File: src/rtl/ring_pkg.sv
// Shared definitions for the main-ring memory station: slot type codes,
// Address-word layout, token length field and the station FSM states.
package ring_pkg;

    localparam logic [3:0] SLOT_TOKEN      = 4'd1;
    localparam logic [3:0] SLOT_ADDRESS    = 4'd2;
    localparam logic [3:0] SLOT_WRITE_DATA = 4'd3;
    localparam logic [3:0] SLOT_NULL       = 4'd7;

    localparam int ADDR_RD_BIT     = 28;
    localparam int ADDR_RESEND_BIT = 31;

    localparam int TOKEN_LEN_LSB = 0;
    localparam int TOKEN_LEN_MSB = 7;

    typedef enum logic [1:0] {
        ST_IDLE,
        ST_PASS,
        ST_INSERT
    } stationState_t;

    // Fresh request word: resend bit low, read flag and line address.
    function automatic logic [31:0] addrWord(
        input logic        rd,
        input logic [25:0] addr
    );
        logic [31:0] w;
        w                  = '0;
        w[25:0]            = addr;
        w[ADDR_RD_BIT]     = rd;
        w[ADDR_RESEND_BIT] = 1'b0;
        return w;
    endfunction

endpackage

File: src/rtl/ring_word_fifo.sv
// Synchronous 32-bit FIFO with show-ahead read data and occupancy count.
// Ports: push/pushData write side, pop/popData read side, count = occupancy.
module ring_word_fifo #(
    parameter int DEPTH = 8
) (
    input  logic                       clock,
    input  logic                       reset,
    input  logic                       push,
    input  logic [31:0]                pushData,
    input  logic                       pop,
    output logic [31:0]                popData,
    output logic [$clog2(DEPTH+1)-1:0] count
);

    localparam int CW = $clog2(DEPTH + 1);
    localparam int PW = $clog2(DEPTH);

    logic [31:0]   mem [DEPTH];
    logic [PW-1:0] wrPtr;
    logic [PW-1:0] rdPtr;
    logic          doPush;
    logic          doPop;

    // Pushes into a full FIFO are dropped, pops of an empty one ignored.
    assign doPush  = push & (count != CW'(DEPTH));
    assign doPop   = pop & (count != '0);
    assign popData = mem[rdPtr];

    always_ff @(posedge clock) begin
        if (doPush) begin
            mem[wrPtr] <= pushData;
        end
    end

    always_ff @(posedge clock) begin
        if (reset) begin
            wrPtr <= '0;
            rdPtr <= '0;
            count <= '0;
        end else begin
            if (doPush) begin
                wrPtr <= (wrPtr == PW'(DEPTH - 1)) ? '0 : wrPtr + PW'(1);
            end
            if (doPop) begin
                rdPtr <= (rdPtr == PW'(DEPTH - 1)) ? '0 : rdPtr + PW'(1);
            end
            unique case ({doPush, doPop})
                2'b10:   count <= count + CW'(1);
                2'b01:   count <= count - CW'(1);
                default: count <= count;
            endcase
        end
    end

endmodule

File: src/rtl/ring_mem_station.sv
// Ring station ahead of the memory mux: forwards slots with one cycle of
// delay, attaches one pending read/write per token pass, collects read data.
// Ports: Ring*/SlotType*/SrcDest* ring in/out, RD* read return, req_* core
// request, wd_* write data push, rd_* read data to core, proto_err sticky.
module ring_mem_station
    import ring_pkg::*;
#(
    parameter logic [3:0] MY_ID       = 4'd1,
    parameter int         WRITE_WORDS = 8,
    parameter int         READ_WORDS  = 8
) (
    input  logic        clock,
    input  logic        reset,
    input  logic [31:0] RingIn,
    input  logic [3:0]  SlotTypeIn,
    input  logic [3:0]  SrcDestIn,
    output logic [31:0] RingOut,
    output logic [3:0]  SlotTypeOut,
    output logic [3:0]  SrcDestOut,
    input  logic [31:0] RDreturn,
    input  logic [3:0]  RDdest,
    input  logic        req_valid,
    output logic        req_ready,
    input  logic        req_write,
    input  logic [25:0] req_addr,
    input  logic        wd_valid,
    output logic        wd_ready,
    input  logic [31:0] wd_data,
    output logic        rd_valid,
    output logic [31:0] rd_data,
    output logic        rd_last,
    output logic        proto_err
);

    localparam int             FCW         = $clog2(WRITE_WORDS + 1);
    localparam logic [FCW-1:0] FIFO_FULL   = FCW'(WRITE_WORDS);
    localparam logic [7:0]     WRITE_SLOTS = 8'(WRITE_WORDS + 1);
    localparam logic [7:0]     LAST_BEAT   = 8'(READ_WORDS - 1);

    stationState_t state;
    stationState_t stateNext;

    logic [7:0]  cnt;
    logic [7:0]  cntNext;
    logic [7:0]  nIns;
    logic [7:0]  nNext;
    logic [7:0]  idx;
    logic [7:0]  idxNext;
    logic [31:0] ringNext;
    logic [3:0]  typeNext;
    logic [3:0]  sdNext;
    logic        fifoPop;
    logic        insertDone;
    logic        dropErr;

    logic        pending;
    logic        pendWrite;
    logic [25:0] pendAddr;
    logic        rdBusy;
    logic [7:0]  rdCnt;
    logic        beat;

    logic [FCW-1:0] fifoCount;
    logic [31:0]    fifoData;

    logic [7:0] tokenLen;
    logic [7:0] reqLen;
    logic [7:0] grant;
    logic [8:0] lenSum;

    ring_word_fifo #(
        .DEPTH (WRITE_WORDS)
    ) u_wfifo (
        .clock    (clock),
        .reset    (reset),
        .push     (wd_valid),
        .pushData (wd_data),
        .pop      (fifoPop),
        .popData  (fifoData),
        .count    (fifoCount)
    );

    assign wd_ready = (fifoCount != FIFO_FULL);

    // A write is only accepted once its whole burst sits in the FIFO.
    assign req_ready = ~reset & ~pending & ~rdBusy
                     & (~req_write | (fifoCount == FIFO_FULL));

    assign beat = (RDdest == MY_ID);

    // Slots this station wants to add on the current token; withheld
    // entirely if the grown length would not fit in the 8-bit field.
    assign tokenLen = RingIn[TOKEN_LEN_MSB:TOKEN_LEN_LSB];
    assign reqLen   = pending ? (pendWrite ? WRITE_SLOTS : 8'd1) : 8'd0;
    assign lenSum   = {1'b0, tokenLen} + {1'b0, reqLen};
    assign grant    = lenSum[8] ? 8'd0 : reqLen;

    always_comb begin
        stateNext  = state;
        cntNext    = cnt;
        nNext      = nIns;
        idxNext    = idx;
        ringNext   = RingIn;
        typeNext   = SlotTypeIn;
        sdNext     = SrcDestIn;
        fifoPop    = 1'b0;
        insertDone = 1'b0;
        dropErr    = 1'b0;
        unique case (state)
            ST_IDLE: begin
                if (SlotTypeIn == SLOT_TOKEN) begin
                    ringNext = {RingIn[31:8], tokenLen + grant};
                    cntNext  = tokenLen;
                    nNext    = grant;
                    idxNext  = 8'd0;
                    if (tokenLen != 8'd0) begin
                        stateNext = ST_PASS;
                    end else if (grant != 8'd0) begin
                        stateNext = ST_INSERT;
                    end
                end
            end
            ST_PASS: begin
                cntNext = cnt - 8'd1;
                if (cnt == 8'd1) begin
                    stateNext = (nIns != 8'd0) ? ST_INSERT : ST_IDLE;
                end
            end
            ST_INSERT: begin
                sdNext  = MY_ID;
                dropErr = (SlotTypeIn != SLOT_NULL);
                if (idx == 8'd0) begin
                    typeNext = SLOT_ADDRESS;
                    ringNext = addrWord(~pendWrite, pendAddr);
                end else begin
                    typeNext = SLOT_WRITE_DATA;
                    ringNext = fifoData;
                    fifoPop  = 1'b1;
                end
                idxNext = idx + 8'd1;
                if (idx == nIns - 8'd1) begin
                    insertDone = 1'b1;
                    stateNext  = ST_IDLE;
                end
            end
            default: begin
                stateNext = ST_IDLE;
            end
        endcase
    end

    always_ff @(posedge clock) begin
        if (reset) begin
            state       <= ST_IDLE;
            cnt         <= 8'd0;
            nIns        <= 8'd0;
            idx         <= 8'd0;
            RingOut     <= 32'd0;
            SlotTypeOut <= SLOT_NULL;
            SrcDestOut  <= 4'd0;
        end else begin
            state       <= stateNext;
            cnt         <= cntNext;
            nIns        <= nNext;
            idx         <= idxNext;
            RingOut     <= ringNext;
            SlotTypeOut <= typeNext;
            SrcDestOut  <= sdNext;
        end
    end

    always_ff @(posedge clock) begin
        if (reset) begin
            pending   <= 1'b0;
            pendWrite <= 1'b0;
            pendAddr  <= 26'd0;
            rdBusy    <= 1'b0;
            rdCnt     <= 8'd0;
            rd_valid  <= 1'b0;
            rd_data   <= 32'd0;
            rd_last   <= 1'b0;
            proto_err <= 1'b0;
        end else begin
            rd_valid <= beat & rdBusy;
            rd_last  <= beat & rdBusy & (rdCnt == LAST_BEAT);
            if (beat & rdBusy) begin
                rd_data <= RDreturn;
                if (rdCnt == LAST_BEAT) begin
                    rdBusy <= 1'b0;
                    rdCnt  <= 8'd0;
                end else begin
                    rdCnt <= rdCnt + 8'd1;
                end
            end
            if (dropErr | (beat & ~rdBusy)) begin
                proto_err <= 1'b1;
            end
            if (insertDone) begin
                pending <= 1'b0;
            end
            // Acceptance needs rdBusy and pending low, so it never
            // collides with the clears above.
            if (req_valid & req_ready) begin
                pending   <= 1'b1;
                pendWrite <= req_write;
                pendAddr  <= req_addr;
                if (!req_write) begin
                    rdBusy <= 1'b1;
                end
            end
        end
    end

endmodule

File: config.mk
export PLATFORM = sky130hd
export DESIGN_NAME = ring_mem_station
export DESIGN_NICKNAME = d
export VERILOG_FILES = /design/src/rtl/ring_pkg.sv /design/src/rtl/ring_word_fifo.sv /design/src/rtl/ring_mem_station.sv
export SDC_FILE = /design/constraint.sdc
export NUM_CORES = 1
export LEC_CHECK = 0
export BUFFER_PORTS_ARGS = -buffer_cell sky130_fd_sc_hd__buf_2
export CAP_MARGIN = 10
export CORE_MARGIN = 5
export CORE_UTILIZATION = 60
export CTS_CLUSTER_SIZE = 20
export DETAILED_ROUTE_END_ITERATION = 16
export GPL_TIMING_DRIVEN = 0
export PLACE_DENSITY = 0.87
export SETUP_SLACK_MARGIN = 0.02
export SYNTH_ARGS = -nofsm -noshare
export SYNTH_HDL_FRONTEND = slang
export SYNTH_SLANG_ARGS = --single-unit
File: constraint.sdc
create_clock -name clock -period 11.6 [get_ports clock]
set_clock_uncertainty 0.05 [all_clocks]
set_input_delay 0 -clock clock [delete_from_list [all_inputs] [get_ports clock]]
set_output_delay 0 -clock clock [all_outputs]
set_load 0.01 [all_outputs]
==> out/qor.yml <==
cts:
  cts_buffers: 41
  clkTransAtPathRegs_ns: 0.06
  htreeDepth: 2
  cts_buffer_depth: 3
  cts_setup_buffers: 0
  numClockSinks: 401
  root_buffer: "clkbuf_16"
  cts_tree: "done"
  insertion_delay_ns: 0.55
yosys:
  synth_ff_type: "edfxtp_1"
  synth_edf_count: 256
  synthAdderAreaFrac: 0.0146
  syn_nets: 1334
  synth-simple-area-share: 0.0897
  syn-instance-count: 1177
  ys_seq_area_frac: 0.664
  synth_compound_area_frac: 0.0853
  ys_warn_count: 0
  avgSynthCellArea_um2: 13.6
  synth.distinct_cells: 66
  synth_top_family_by_area: "multiplexers"
  synth_async_sr_flop_share: 0
  netlist_area_mm2: 0.0160
  ys_ff_latch: 401
  synthXorXnorAreaFrac: 0.00769
  yosys-mux-area-fraction: 0.112
route:
  wl_per_cell_um: 24.9
  num_vias: 12228
  drtAntennaViolNets: 0
  first_iter_violations: 1424
  drc_errors: 0
  wl_mm: 48.9
  post_drt_via_cell_ratio: 6.23
  dr.pass1.iters: 8
floorplanning:
  coreArea_mm2: 0.0261
  initial_core_util: 0.610
  die_w_um: 173
  die_h_um: 173
  io-pin-count: 216
  fp-row-count: 59
  die-area_mm2: 0.0299
min_path:
  hold_class: "input port to flop"
  min_from: "RDdest[3]"
  holdPathStages: 6
  min_to: "rd_data[23]$_SDFFE_PP0P_"
placement:
  numPortBuffers: 212
  gp_congestion: 0.930
  post-place-ws_ns: 8.36
  dpl.hpwl_mm: 29.5
  place_area_mm2: 0.0178
  place_inst: 1747
timing:
  final-setup-viol-count: 0
  slew_viol_final: 0
  fin_crit_ns: 3.35
  grt_setup_unrepaired: "false"
  hold_viol: 0
  period_share: 0.289
  tns_ns: 0
  timing.slew.headroom: 0.288
  setup_ws_ns: 8.25
  whs_ns: 0.0679
  maxClockFrequency_ghz: 0.299
  tightest_slew_ns: 1.06
critical_path:
  crit-reg2reg-launch: "idx[0]$_SDFFE_PP0P_"
  path_max_fanout: 5
  rrSetupSlack_ns: 8.25
  worstReg2RegEnd: "u_wfifo.count[3]$_SDFFE_PP0P_"
  arrival_ns: 3.73
  r2r_cells: 10
  cp-end-kind: "flop"
  critPathLaunchType: "flop"
  worstPathRequired_ns: 11.98
  critical_path_class: "flop to flop"
grt:
  grt_max_degree: 25
  overflow: 0
  first_global_vias: 12671
  grt_use_total: 0.319
  antenna_found_initial: 4
  grt_pass1_wl_mm: 74.5
pwr:
  p_leak_nw: 7.38
  power-per-cell-area_mw_per_mm2: 149
  ir_drop_v: 0.000136
  power.total_mw: 3.04
job:
  cap_violations: 0
cells_and_area:
  nets: 1750
  fin_area_mm2: 0.0204
  drive_above_1_share: 0.229
  final_cells: 1964
  post-route-util: 0.782
  area_growth_pct: 28.1
status:
  status: "finished clean"
==> kinds of logic (layout without fill, tap and decap cells) <==
kind of cell / Yosys count / count (layout)
mux: 146 / 146
flops: 401 / 401
buf+inv: 87 / 536
xor+xnor: 14 / 14
other cells: 0 / 3
simple gates: 296 / 296
fa+ha+maj: 18 / 18
compound gates: 215 / 215
==> state kept, by name, summed over array words and instances (netlist names), 2 cells and up, named ones only <==
register / count
rd_data: 32
SrcDestOut: 4
nIns: 2
pendAddr: 26
u_wfifo.mem: 256
idx: 8
u_wfifo.wrPtr: 3
SlotTypeOut: 4
RingOut: 32
u_wfifo.count: 4
rdCnt: 8
state: 2
u_wfifo.rdPtr: 3
cnt: 8
==> Yosys cell counts (17+ instances only) <==
cell,instances,area share
ha_1,17,0.013
a21oi_1,95,0.030
nand2_1,94,0.022
buf_2,23,0.0072
mux4_2,25,0.035
nor2_1,73,0.017
nand3_1,42,0.013
edfxtp_1,256,0.48
dfxtp_1,145,0.18
a22oi_1,41,0.019
o21ai_0,30,0.0094
mux2i_1,114,0.072
clkbuf_1,35,0.0082
==> cell type report <==
cell class,count,area [um2]
sequential,401,10600
fill,1401,5700
multi-input combinational,689,4980
timing repair buffer,373,2720
clock buffer,60,1140
tap,335,419
buffer,74,382
clock inverter,16,151
inverter,13,48.8
antenna,3,7.51
==> worst max path at each step <==
stage | to | startpoint | cells past startpoint
detailed placement | u_wfifo.count[3]$_SDFFE_PP0P_ | idx[0]$_SDFFE_PP0P_ | 10
floorplan | u_wfifo.mem[0][0]$_DFFE_PP_ | u_wfifo.count[0]$_SDFFE_PP0P_ | 4
finish | u_wfifo.count[3]$_SDFFE_PP0P_ | idx[0]$_SDFFE_PP0P_ | 10
global placement | u_wfifo.mem[0][26]$_DFFE_PP_ | u_wfifo.count[0]$_SDFFE_PP0P_ | 4
CTS | u_wfifo.count[3]$_SDFFE_PP0P_ | idx[0]$_SDFFE_PP0P_ | 10
global route | u_wfifo.count[3]$_SDFFE_PP0P_ | idx[0]$_SDFFE_PP0P_ | 10
==> critical path, cell delays in order (launching register included) <==
cell and delay [ns]:
dfxtp_1 0.43, inv_1 0.11, ha_1 0.21, nor3b_1 0.19, a211oi_1 0.68, ha_1 0.34
ha_1 0.26, a21o_1 0.19, a21oi_1 0.18, mux2i_1 0.25, mux2_2 0.35
==> what timing repair did <==
item	in CTS	in global routing
hold buffers	138	0
endpoints found under the hold margin	376	0
gates resized for setup	0	0
==> power by group <==
| group | internal, mW | switching (mW) | leakage (nW) |
|---|---|---|---|
| logic | 0.0897 | 0.101 | 3.25 |
| clock network | 0.733 | 0.552 | 0.624 |
| registers | 1.55 | 0.0154 | 3.51 |
| total | 2.37 | 0.668 | 7.38 |
==> layer usage <==
layer  part of all wire  vias up  global-route usage
met4              0.050        2               0.156
met5            0.00014        -                   0
met3               0.10      187              0.0771
met1               0.35     5863               0.385
met2               0.49      898               0.540
li1                   -     5278                   -
==> placed cells by master, fill, tap and decap left out, types with 4 or more instances in the layout <==
| cell type | instances |
|---|---|
| clkbuf_1 | 51 |
| nand2_1 | 94 |
| nor2b_1 | 11 |
| clkinv_1 | 6 |
| nor4_1 | 5 |
| ha_1 | 17 |
| inv_1 | 13 |
| xor2_1 | 9 |
| nand3_1 | 42 |
| and3_1 | 7 |
| nand2b_1 | 8 |
| dfxtp_1 | 145 |
| dlygate4sd3_1 | 138 |
| and2_1 | 8 |
| o21ai_0 | 30 |
| buf_12 | 6 |
| nor3_1 | 10 |
| nand3b_1 | 4 |
| edfxtp_1 | 256 |
| a32oi_1 | 4 |
| a31oi_1 | 7 |
| mux4_2 | 25 |
| buf_4 | 10 |
| nand4_1 | 8 |
| xnor2_1 | 5 |
| mux2_2 | 7 |
| buf_6 | 14 |
| buf_1 | 7 |
| or3_1 | 5 |
| nor2_1 | 70 |
| a22oi_1 | 41 |
| nor3_2 | 5 |
| mux2i_1 | 114 |
| buf_2 | 235 |
| a211oi_1 | 7 |
| clkbuf_16 | 42 |
| a21oi_1 | 95 |
Note: power is estimated with default switching activity, not from simulation.
